### config.mk
export PLATFORM = sky130hd
export DESIGN_NAME = pwm_capture
export DESIGN_NICKNAME = d
export VERILOG_FILES = /design/src/rtl/pwm_capture.sv
export SDC_FILE = /design/constraint.sdc
export NUM_CORES = 1
export LEC_CHECK = 0
export ABC_AREA = 1
export ABC_CLOCK_PERIOD_IN_PS = 2700
export CAP_MARGIN = 10
export CORE_MARGIN = 2
export CORE_UTILIZATION = 57
export CTS_CLUSTER_DIAMETER = 80
export DETAILED_ROUTE_END_ITERATION = 12
export DONT_BUFFER_PORTS = 1
export PLACE_DENSITY = 0.75
export REMOVE_ABC_BUFFERS = 1
export SKIP_CTS_REPAIR_TIMING = 1
export SKIP_LAST_GASP = 1
export SLEW_MARGIN = 5
export SYNTH_ARGS = -nofsm -noshare
export SYNTH_HDL_FRONTEND = slang
export SYNTH_SLANG_ARGS = --single-unit
### constraint.sdc
create_clock -name clk -period 2.7 [get_ports clk]
set_clock_uncertainty 0.1 [all_clocks]
set_input_delay 0.54 -clock clk [delete_from_list [all_inputs] [get_ports clk]]
set_output_delay 0.54 -clock clk [all_outputs]
set_load 0.03 [all_outputs]
### src/rtl/pwm_capture.sv
// pwm_capture: samples one asynchronous input pin, measures high time and
// period in clock cycles and queues {high, period} words in a small
// first-word-fall-through FIFO drained with a pop strobe.
// Optional glitch filter enabled with the macro PWM_CAPTURE_FILTER_EN.
module pwm_capture #(
    parameter int CNT_W = 16,
    parameter int DEPTH = 4,
    parameter int SYNC  = 2,
    parameter int FILT  = 4
) (
    input  logic               clk,
    input  logic               reset,
    input  logic               en,
    input  logic               pin,
    input  logic               pop,
    output logic [2*CNT_W-1:0] dout,
    output logic               rx_empty,
    output logic               rx_full,
    output logic               overflow
);

    localparam int AW = $clog2(DEPTH);
    localparam int OW = AW + 1;

    localparam logic [1:0] ST_IDLE = 2'd0;
    localparam logic [1:0] ST_ARM  = 2'd1;
    localparam logic [1:0] ST_HIGH = 2'd2;
    localparam logic [1:0] ST_LOW  = 2'd3;

    localparam logic [CNT_W-1:0] CNT_ZERO = {CNT_W{1'b0}};
    localparam logic [CNT_W-1:0] CNT_ONE  = {{(CNT_W-1){1'b0}}, 1'b1};
    localparam logic [CNT_W-1:0] CNT_MAX  = {CNT_W{1'b1}};

    // Parameter legality is checked while elaborating.
    if (DEPTH < 2 || (DEPTH & (DEPTH - 1)) != 0 || SYNC < 2 || FILT < 1) begin : g_param_chk
        $error("pwm_capture: illegal parameter set");
    end

    // Counter increment that sticks at all-ones instead of wrapping.
    function automatic logic [CNT_W-1:0] sat_inc(input logic [CNT_W-1:0] v);
        sat_inc = (v == CNT_MAX) ? v : v + CNT_ONE;
    endfunction

    // ---------------- input conditioning ----------------
    logic [SYNC-1:0] sync_q, sync_d;
    logic            sync_s;
    logic            s_s;
    logic            s_d_q, s_d_d;
    logic            rise_s, fall_s;

    // Shift the raw pin into the synchroniser chain.
    always_comb begin
        sync_d = {sync_q[SYNC-2:0], pin};
    end

    // Synchroniser flops.
    always_ff @(posedge clk) begin
        if (reset) begin
            sync_q <= {SYNC{1'b0}};
        end else begin
            sync_q <= sync_d;
        end
    end

    assign sync_s = sync_q[SYNC-1];

`ifdef PWM_CAPTURE_FILTER_EN
    localparam int FW = $clog2(FILT + 1);
    logic [FW-1:0] flt_cnt_q, flt_cnt_d;
    logic          flt_q, flt_d;

    // Accept a new level only after it has persisted for FILT cycles.
    always_comb begin
        flt_d     = flt_q;
        flt_cnt_d = flt_cnt_q;
        if (sync_s == flt_q) begin
            flt_cnt_d = {FW{1'b0}};
        end else if (flt_cnt_q == FW'(FILT - 1)) begin
            flt_d     = sync_s;
            flt_cnt_d = {FW{1'b0}};
        end else begin
            flt_cnt_d = flt_cnt_q + FW'(1);
        end
    end

    // Filter state flops.
    always_ff @(posedge clk) begin
        if (reset) begin
            flt_q     <= 1'b0;
            flt_cnt_q <= {FW{1'b0}};
        end else begin
            flt_q     <= flt_d;
            flt_cnt_q <= flt_cnt_d;
        end
    end

    assign s_s = flt_q;
`else
    assign s_s = sync_s;
`endif

    // Delayed copy of the conditioned input for edge detection.
    always_comb begin
        s_d_d = s_s;
    end

    assign rise_s = s_s & ~s_d_q;
    assign fall_s = ~s_s & s_d_q;

    // ---------------- measurement FSM ----------------
    logic [1:0]         state_q, state_d;
    logic [CNT_W-1:0]   cnt_q, cnt_d;
    logic [CNT_W-1:0]   hi_lat_q, hi_lat_d;
    logic               push_s;
    logic [2*CNT_W-1:0] push_word_s;

    // Next-state logic: arm on first rise, latch high time on fall, push on next rise.
    always_comb begin
        state_d     = state_q;
        cnt_d       = cnt_q;
        hi_lat_d    = hi_lat_q;
        push_s      = 1'b0;
        push_word_s = {hi_lat_q, cnt_q};
        if (!en) begin
            state_d  = ST_IDLE;
            cnt_d    = CNT_ZERO;
            hi_lat_d = CNT_ZERO;
        end else begin
            case (state_q)
                ST_IDLE: begin
                    state_d = ST_ARM;
                end
                ST_ARM: begin
                    if (rise_s) begin
                        cnt_d   = CNT_ONE;
                        state_d = ST_HIGH;
                    end else begin
                        state_d = ST_ARM;
                    end
                end
                ST_HIGH: begin
                    cnt_d = sat_inc(cnt_q);
                    if (fall_s) begin
                        hi_lat_d = cnt_q;
                        state_d  = ST_LOW;
                    end else begin
                        state_d  = ST_HIGH;
                    end
                end
                ST_LOW: begin
                    if (rise_s) begin
                        push_s  = 1'b1;
                        cnt_d   = CNT_ONE;
                        state_d = ST_HIGH;
                    end else begin
                        cnt_d   = sat_inc(cnt_q);
                        state_d = ST_LOW;
                    end
                end
                default: begin
                    state_d  = ST_IDLE;
                    cnt_d    = CNT_ZERO;
                    hi_lat_d = CNT_ZERO;
                end
            endcase
        end
    end

    // Measurement and edge-detect flops.
    always_ff @(posedge clk) begin
        if (reset) begin
            state_q  <= ST_IDLE;
            cnt_q    <= CNT_ZERO;
            hi_lat_q <= CNT_ZERO;
            s_d_q    <= 1'b0;
        end else begin
            state_q  <= state_d;
            cnt_q    <= cnt_d;
            hi_lat_q <= hi_lat_d;
            s_d_q    <= s_d_d;
        end
    end

    // ---------------- FIFO ----------------
    logic [2*CNT_W-1:0] mem_q [DEPTH];
    logic [2*CNT_W-1:0] mem_d [DEPTH];
    logic [AW-1:0]      wr_ptr_q, wr_ptr_d, rd_ptr_q, rd_ptr_d;
    logic [OW-1:0]      count_q, count_d;
    logic               pop_ok_s, push_ok_s;
    logic [2*CNT_W-1:0] dout_q, dout_d;
    logic               empty_q, empty_d, full_q, full_d, ovf_q, ovf_d;

    // FIFO bookkeeping; a pop frees room for a simultaneous push when full.
    always_comb begin
        pop_ok_s  = pop & (count_q != {OW{1'b0}});
        push_ok_s = push_s & ((count_q != OW'(DEPTH)) | pop_ok_s);
        ovf_d     = ovf_q | (push_s & ~push_ok_s);
        for (int i = 0; i < DEPTH; i++) begin
            mem_d[i] = (push_ok_s && (wr_ptr_q == AW'(i))) ? push_word_s : mem_q[i];
        end
        wr_ptr_d = push_ok_s ? wr_ptr_q + AW'(1) : wr_ptr_q;
        rd_ptr_d = pop_ok_s ? rd_ptr_q + AW'(1) : rd_ptr_q;
        case ({push_ok_s, pop_ok_s})
            2'b10:   count_d = count_q + OW'(1);
            2'b01:   count_d = count_q - OW'(1);
            default: count_d = count_q;
        endcase
        dout_d  = mem_d[rd_ptr_d];
        empty_d = (count_d == {OW{1'b0}});
        full_d  = (count_d == OW'(DEPTH));
    end

    // FIFO storage, pointers and registered status outputs.
    always_ff @(posedge clk) begin
        if (reset) begin
            for (int i = 0; i < DEPTH; i++) begin
                mem_q[i] <= {(2*CNT_W){1'b0}};
            end
            wr_ptr_q <= {AW{1'b0}};
            rd_ptr_q <= {AW{1'b0}};
            count_q  <= {OW{1'b0}};
            dout_q   <= {(2*CNT_W){1'b0}};
            empty_q  <= 1'b1;
            full_q   <= 1'b0;
            ovf_q    <= 1'b0;
        end else begin
            for (int i = 0; i < DEPTH; i++) begin
                mem_q[i] <= mem_d[i];
            end
            wr_ptr_q <= wr_ptr_d;
            rd_ptr_q <= rd_ptr_d;
            count_q  <= count_d;
            dout_q   <= dout_d;
            empty_q  <= empty_d;
            full_q   <= full_d;
            ovf_q    <= ovf_d;
        end
    end

    assign dout     = dout_q;
    assign rx_empty = empty_q;
    assign rx_full  = full_q;
    assign overflow = ovf_q;

endmodule

; ---- Yosys cells after proc, flatten, opt, wreduce, memory -nomap -nowiden
; Memory sizes are Yosys's and may differ from the RTL's.
; Index checks and enable logic that the tools add are counted.
[totals]
register_bits = 79
mem_count = 1
inputBits = 5
output_inout_bits = 35
word_cells = 86
ram_bits = 128
[mem_list]
columns = memory, words, width, rd, rd_clocked_by_memory_dff, wr, line
row1 = mem_q, 4, 32, 4, 0, 4, 185  ; logic [2*CNT_W-1:0] mem_q [DEPTH];
[op_classes]
addsub = 5
n_lt_le_gt_ge = 1
n_reduce_logical = 12
n_mux = 27
n_bitwise = 16
n_eq_ne = 12
[ops]
columns = cell, n
row1 = $mux W32, 10
row2 = $bmux W32 S2, 1
row3 = $mux W16, 3
row4 = $pmux W16 S3, 1
row5 = $add A16 B1 Y16 const B, 1
row6 = $eq A16 B16 Y1 const B, 1
row7 = $eq A2 B2 Y1 const B, 5
row8 = $mux W1, 8
row9 = $pmux W2 S4, 1
row10 = $eq A2 B1 Y1 const B, 3
row11 = $or A1 B1 Y1, 6
row12 = $pmux W3 S2, 1
row13 = $reduce_bool A3 Y1, 2
row14 = $and A1 B1 Y1, 5
row15 = $add A2 B1 Y2 const B, 2
row16 = $logic_and A1 B1 Y1, 4
row17 = $logic_not A2 Y1, 2
row18 = $mux W2, 2
row19 = $not A1 Y1, 4
row20 = $reduce_and A2 Y1, 2
row21 = $add A3 B1 Y3 const B, 1
row22 = $eq A3 B3 Y1 const B, 1
row23 = $ge A3 B3 Y1 const B, 1
row24 = $logic_not A3 Y1, 1
row25 = other kinds (5), 5

; ---- Logic depth before layout (Yosys ltp)
; Gate-level depths: netlist of the first run.
[logic_depth]
ltp_word = 11
ltp_mapped = 14
depth_no_buf = 12

; ---- Least setup slack after synthesis of the first run
; Ideal clock, no wire load.
[synth_path]
kind = in2reg
startpoint = input port pop
endpoint = register full_q (netlist: rx_full)
arrival_ns = 2.395
required_time_ns = 2.522
setup_time_ns = 0.078
n_path_buf = 2
stages = 13
path_slack_ns = 0.127
path_cell_list = nor2_1 nand2_2 buf_2 clkbuf_1 nand2_1 ha_1 inv_1 fa_1 a21oi_1 o21ai_0 xor2_1 inv_1 nor3_1
[synth_between]
elab_chain_cells = 6
elab_cells_between_ends = 7
cone_classes = eq/ne (3) / mux (1) / bitwise (3)
[synth_lines]
columns = item, line
row1 = "start, declared", 15  ; input logic pop,
row2 = $and A1 B1 Y1 *, 195  ; pop_ok_s = pop & (count_q != {OW{1'b0}});
row3 = $or A1 B1 Y1, 196  ; push_ok_s = push_s & ((count_q != OW'(DEPTH)) | pop_ok_s);
row4 = $and A1 B1 Y1, 196
row5 = $eq A2 B1 Y1 / $eq A2 B2 Y1 (equally long branches), 203  ; case ({push_ok_s, pop_ok_s})
row6 = $pmux W3 S2 *, 203
row7 = $eq A3 B3 Y1 *, 210  ; full_d = (count_d == OW'(DEPTH));
row8 = "end signal, assigned", 235  ; full_q <= full_d;
row9 = "end, declared", 191  ; logic empty_q, empty_d, full_q, full_d, ovf_q, ovf_d;
; Mark *: on every way between the ends. The rest lies on a longest branch, timed or not.
; A chain may end at the register's enable or synchronous reset.

; ---- Worst setup path in the final report of the first run
[layout_path]
startpoint = register sync_q[1]
endpoint = register dout_q[10] (netlist: dout[10])
[layout_between]
elab_chain_cells = 10
elab_cells_between_ends = 16
cone_classes = mux (10) / bitwise (2) / reduce/logical (4)
[layout_lines]
columns = item, line
row1 = "start, declared", 45  ; logic [SYNC-1:0] sync_q, sync_d;
row2 = "start signal, assigned", 59  ; sync_q <= {SYNC{1'b0}};
row3 = "start signal, assigned", 61  ; sync_q <= sync_d;
row4 = $and A1 B1 Y1 *, 107  ; assign rise_s = s_s & ~s_d_q;
row5 = $mux W1 *, 151  ; if (rise_s) begin
row6 = $mux W1 *, 129  ; case (state_q)
row7 = $mux W1 *, 124  ; if (!en) begin
row8 = $and A1 B1 Y1 *, 196
row9 = $logic_and A1 B1 Y1, 199  ; mem_d[i] = (push_ok_s && (wr_ptr_q == AW'(i))) ? push_word_s : mem_q[i];
row10 = $mux W32, 199
row11 = $bmux W32 S2 *, 208  ; dout_d = mem_d[rd_ptr_d];
row12 = $mux W32 (implied by the code) * (2 in series), 208
row13 = "end signal, assigned", 222  ; dout_q <= {(2*CNT_W){1'b0}};
row14 = "end signal, assigned", 233  ; dout_q <= dout_d;
row15 = "end, declared", 190  ; logic [2*CNT_W-1:0] dout_q, dout_d;
; Mark *: on every way between the ends. The rest lies on a longest branch, timed or not. The select of a mux whose other input is x is not followed.

==> results.toml, run 1 <==
[sta]
period_share_pct = 88.7
tightest_slew_ns = 0.749
slew_headroom_pct = 50.1
rsz0062_at_grt = "false"
clock.fmax_mhz = 417
drv_slew = 0
setup_viol = 0
min_period_ns = 2.40
hold_viol = 0

[floorplanning]
die_area_sq_um = 16500
die_h_um = 128
die-width_um = 128
core-area_sq_um = 15100
num_rows = 45
ioPinCount = 40
initial_core_util_pct = 58.2

[clock_tree]
clockBufferDepth = 3
cts_tree = "yes"
path_clk_slew_ns = 0.06
clkSinkCount = 207
cts-buffers-inserted = 22
insertion_delay_ns = 0.50
cts_root_buf = "clkbuf_16"
cts.htree.levels = 1

[synth]
synthCells = 1160
synth_cell_type_count = 27
synth_top_area_share_pct = 47.0
ys_top_cells_by_area = "dfxtp_1 (47%), nand3_1 (12%), a21oi_1 (11%)"
synth.largest_area_cell = "dfxtp_1"
synth.avg_cell_area_sq_um = 7.60
synth_ff_type = "dfxtp_1"
yosysSeqAreaShare_pct = 47.0
synthArstFlopShare_pct = 0
syn_area_sq_um = 8820
yosysWarningCount = 0
synth_edf_count = 0
ys_ff_latch = 207

[placement]
place.gp.congestion = 0.945
port_buffers = 0
dpl.cell_count = 1267
dp_hpwl_um = 12400

[setup_path]
crit_required_ns = 3.02
arrival_ns = 2.71
r2r_start = "sync_q[1]$_SDFF_PP0_"
setup.worst_path.class = "register to register"
reg2reg_to = "dout[10]$_SDFF_PP0_"
reg2reg_slack_ns = 0.30
critPathMaxFanout = 107
end_kind = "register"
critPathLaunchType = "register"
rr_worst_depth = 8

[routing]
dr.pass1.iters = 5
post_drt_via_cell_ratio = 6.25
vias = 8182
drc = 0
drt_iter0_drc = 922
routed_wl_um = 22300
antenna_left = 0
wl_per_cell_um = 17.0

[global_route]
grt_usage_pct = 27.3
grt_max_degree = 172
grt_pass1_vias = 7473
grt_pass1_wl_um = 37300
grt.overflow.total = 0
grt_antenna_before_repair = 0

[status]
outcome = "finished clean"

[finish]
n_fill_cell = 1315
final_cell_mix = "nand3_1 (216), dfxtp_1 (207), a21oi_1 (187)"
antenna_cells = 0
final_cells = 1309
multi_input_area_sq_um = 4030
drive_gt1_share_pct = 6.33
seqCellArea_sq_um = 4140
area_growth_pct = 8.77
final_common_cell = "nand3_1"
fin_nets = 1117

[worst_hold_path]
min_from = "reset"
holdPathStages = 1
holdPathEnd = "mem_q[0][31]$_SDFF_PP0_"
min_path_type = "input port to register"

[pwr]
total_power_mw = 6.11
p_leak_nw = 3.38
ir_drop_mv = 0.439
power.density_nw_per_um2 = 637

[flow_run]
drv_cap = 0
per-layer routing:
| metal | part of all wire (%) | global-route usage, % |
|---|---|---|
| met5 | 0 | 0 |
| met4 | 2.2 | 9.18 |
| met3 | 7.2 | 3.70 |
| met2 | 46 | 43.9 |
| met1 | 44 | 38.1 |
metrics by stage:
stage                     instance area (sq um)  utilization, %  hold WS (ns)  TNS (ns)  worst slack, ns
after floorplan                            8340               -         0.288   -171.23            -1.20
after global routing                       9590            63.3       0.00737         0            0.195
after CTS                                  9570            63.2       0.00484         0            0.386
final                                      9590            63.3       0.00301         0            0.304
after global placement                     8820            58.2         0.292         0            0.330
after detailed placement                   8820            58.2         0.296         0            0.297
final cells by class:
cell class | instances | area share [%]
sequential | 207 | 43.2
timing repair buffer | 28 | 2.63
multi-input combinational | 798 | 42.0
clock inverter | 1 | 0.0522
tap | 188 | 2.45
inverter | 48 | 1.88
clock buffer | 39 | 7.77
worst max-delay path by stage:
stage	from	endpoint	slack, ns	cells past startpoint
CTS	sync_q[1]$_SDFF_PP0_	dout[10]$_SDFF_PP0_	0.39	8
global route	sync_q[1]$_SDFF_PP0_	dout[10]$_SDFF_PP0_	0.19	8
global placement	pop	rx_full$_SDFF_PP0_	0.33	11
floorplan	en	dout[0]$_SDFF_PP0_	-1.20	7
finish	sync_q[1]$_SDFF_PP0_	dout[10]$_SDFF_PP0_	0.30	8
detailed placement	pop	rx_full$_SDFF_PP0_	0.30	11
sequential cells by signal, summed over array words and instances (netlist names):
signal,flops
cnt_q,16
count_q,3
dout,32
hi_lat_q,16
mem_q,128
overflow,1
rd_ptr_q,2
rx_empty,1
rx_full,1
s_d_q,1
state_q,2
sync_q,2
wr_ptr_q,2
worst max-delay path, stage by stage (launching register included):
cell and delay [ns]:
dfxtp_1 0.38, nand3_2 0.21, nor2_4 0.18, buf_12 0.38, buf_4 0.37, nand4_1 0.19, nand3_1 0.14, nand3_1 0.08
a21oi_1 0.21
cells in the mapped netlist, types with 4 or more instances:
cell      number
nand3_1      216
dfxtp_1      207
a21oi_1      187
nand2_1      172
nand4_1      136
clkbuf_1      63
inv_1         45
nor2_1        33
buf_2         29
o21ai_0       27
buf_4         10
nor3_1         7
ha_1           6
a31oi_1        4
report_power, final:
part	internal [mW]	switching, mW	total [mW]
combinational	0.00844	0.0162	0.0247
clock	1.86	1.17	3.03
sequential	3.06	0.00234	3.06
total	4.92	1.19	6.11
cell families (layout without fill, tap and decap cells):
kind of cell             after synthesis  in the layout  synth area share (%)
buffers and inverters                155            116                  7.53
AND/OR/NAND/NOR                      570            570                  31.6
flip-flops                           207            207                  47.0
AO/OA/AOI/OAI                        218            218                  12.4
adder cells (fa/ha/maj)                7              7                  1.08
XOR/XNOR                               3              3                 0.383
Power figures use the tool's default switching activity.
==> run 2, diff against run 1 <==
--- a/config.mk
+++ b/config.mk
@@ -13,6 +13,7 @@
 export CTS_CLUSTER_DIAMETER = 80
 export DETAILED_ROUTE_END_ITERATION = 12
 export DONT_BUFFER_PORTS = 1
+export GPL_TIMING_DRIVEN = 0
 export PLACE_DENSITY = 0.75
 export REMOVE_ABC_BUFFERS = 1
 export SKIP_CTS_REPAIR_TIMING = 1
==> run 2 against run 1 <==
Non-clock buffer count down 5. Global-route usage fell by 0.57 points. Worst hold slack improved by 0.0069 ns. Die area stayed put. Critical path type unchanged. Largest cell class is now multi-input combinational cells.
==> results.toml, run 2 (synthesis gave the netlist of run 1 again) <==
[routing]
drc = 0
wl_per_cell_um = 18.9
drt_iter0_drc = 1021
post_drt_via_cell_ratio = 6.46
vias = 8460
dr.pass1.iters = 5
antenna_left = 0
routed_wl_um = 24700

[floorplanning]
core-area_sq_um = 15100
die_area_sq_um = 16500
initial_core_util_pct = 58.2
die_h_um = 128
num_rows = 45
die-width_um = 128
ioPinCount = 40

[sta]
min_period_ns = 2.57
tightest_slew_ns = 0.832
setup_viol = 0
drv_slew = 0
setup_ws_ns = 0.128
period_share_pct = 95.3
hold_viol = 0
slew_headroom_pct = 44.6
clock.fmax_mhz = 389

[clock_tree]
clkSinkCount = 207
cts-buffers-inserted = 22
cts_root_buf = "clkbuf_16"
cts.htree.levels = 1
path_clk_slew_ns = 0.06
cts_tree = "yes"
insertion_delay_ns = 0.50
clockBufferDepth = 3

[finish]
largest_register_ffs = 128
fin_nets = 1118
antenna_cells = 0
drive_gt1_share_pct = 7.40
regMostFlops = "mem_q"
final_common_cell = "nand3_1"
final_cell_mix = "nand3_1 (212), dfxtp_1 (206), a21oi_1 (187)"
final_core_utilization_pct = 65.8
area_growth_pct = 13.1
fin_area_sq_um = 9970

[setup_path]
end_kind = "register"
r2r_start = "sync_q[1]$_SDFF_PP0_"
setup.worst_path.class = "register to register"
crit_required_ns = 2.97
arrival_ns = 2.85
startpoint = "sync_q[1]$_SDFF_PP0_"
critPathMaxFanout = 9
critPathLaunchType = "register"

[pwr]
power.density_nw_per_um2 = 646
seq_power_share_pct = 47.5
p_leak_nw = 3.46
switching_share_pct = 18.8
pwr-share-comb_pct = 0.4
ir_drop_mv = 0.555
clkPwrFrac_pct = 52.1
intPower_mw = 5.23
switchingPower_mw = 1.21
total_power_mw = 6.44

[global_route]
grt_antenna_before_repair = 0
grt_pass1_wl_um = 36500
grt.overflow.total = 0
grt_max_degree = 172
grt_usage_pct = 26.7
grt_pass1_vias = 7462

[placement]
post-place-ws_ns = -0.711
dp_hpwl_um = 12100
place.gp.congestion = 0.898
dpl_cell_area_sq_um = 8790
port_buffers = 0

[status]
outcome = "finished clean"

[worst_hold_path]
min_from = "reset"
min_path_type = "input port to register"

[flow_run]
drv_cap = 0
## run 2: cell type report
| class | count | area, sq um |
|---|---|---|
| Clock buffer | 32 | 659 |
| Clock inverter | 7 | 160 |
| Fill cell | 1273 | 5170 |
| Inverter | 48 | 189 |
| Multi-Input combinational cell | 804 | 4250 |
| Sequential cell | 207 | 4150 |
| Tap cell | 188 | 235 |
| Timing Repair Buffer | 23 | 338 |
## run 2: worst max-delay path, cell delays in order, from the launching register on
cell and delay, ns:
dfxtp_1 0.42, nand3_2 0.24, nor2_4 0.27, buf_4 0.18, nand2_2 0.10, ha_1 0.24, inv_1 0.10, fa_1 0.42
nor2_1 0.13, a21oi_1 0.07, nand2_1 0.09, o21ai_0 0.08
## run 2: worst paths after layout
| check | to | slack [ns] | depth (start not counted) |
|---|---|---|---|
| worst min register to register | sync_q[1]$_SDFF_PP0_ | 0.31 | 2 |
| worst max-delay path | rx_empty$_SDFF_PP1_ | 0.13 | 11 |
| worst min-delay path | mem_q[0][31]$_SDFF_PP0_ | 0.01 | 1 |
| worst max register to register | rx_empty$_SDFF_PP1_ | 0.13 | 11 |
## run 2: per-layer routing
metal | part of all wire (%) | routed length (um) | vias to the layer above | global-route usage [%]
met5 | 0 | 0 | - | 0
met4 | 1.8 | 444 | 0 | 8.79
met3 | 8.2 | 2030 | 43 | 3.95
met2 | 48 | 11800 | 401 | 44.9
met1 | 42 | 10400 | 3975 | 35.6
li1 | - | - | 4041 | -
## run 2: power groups by stage
stage	Clock [mW]	Combinational [mW]	Sequential, mW
after global routing	3.53	0.0278	3.06
after global placement	0	0.0199	3.13
after floorplan	0	0.0148	3.13
after detailed placement	0	0.0203	3.13
final	3.35	0.0254	3.06
after CTS	3.39	0.0207	3.06
## run 2: per-stage QoR
| stage | hold WS (ns) | instances | TNS, ns |
|---|---|---|---|
| 2_1_floorplan | 0.288 | 1053 | -171.23 |
| 3_3_place_gp | 0.306 | 1241 | -469.60 |
| 3_5_place_dp | 0.298 | 1248 | -72.16 |
| 4_1_cts | 0.00869 | 1287 | -74.26 |
| 5_1_grt | -0.00209 | 1309 | -0.0328 |
| 6_report | 0.00991 | 1309 | 0 |
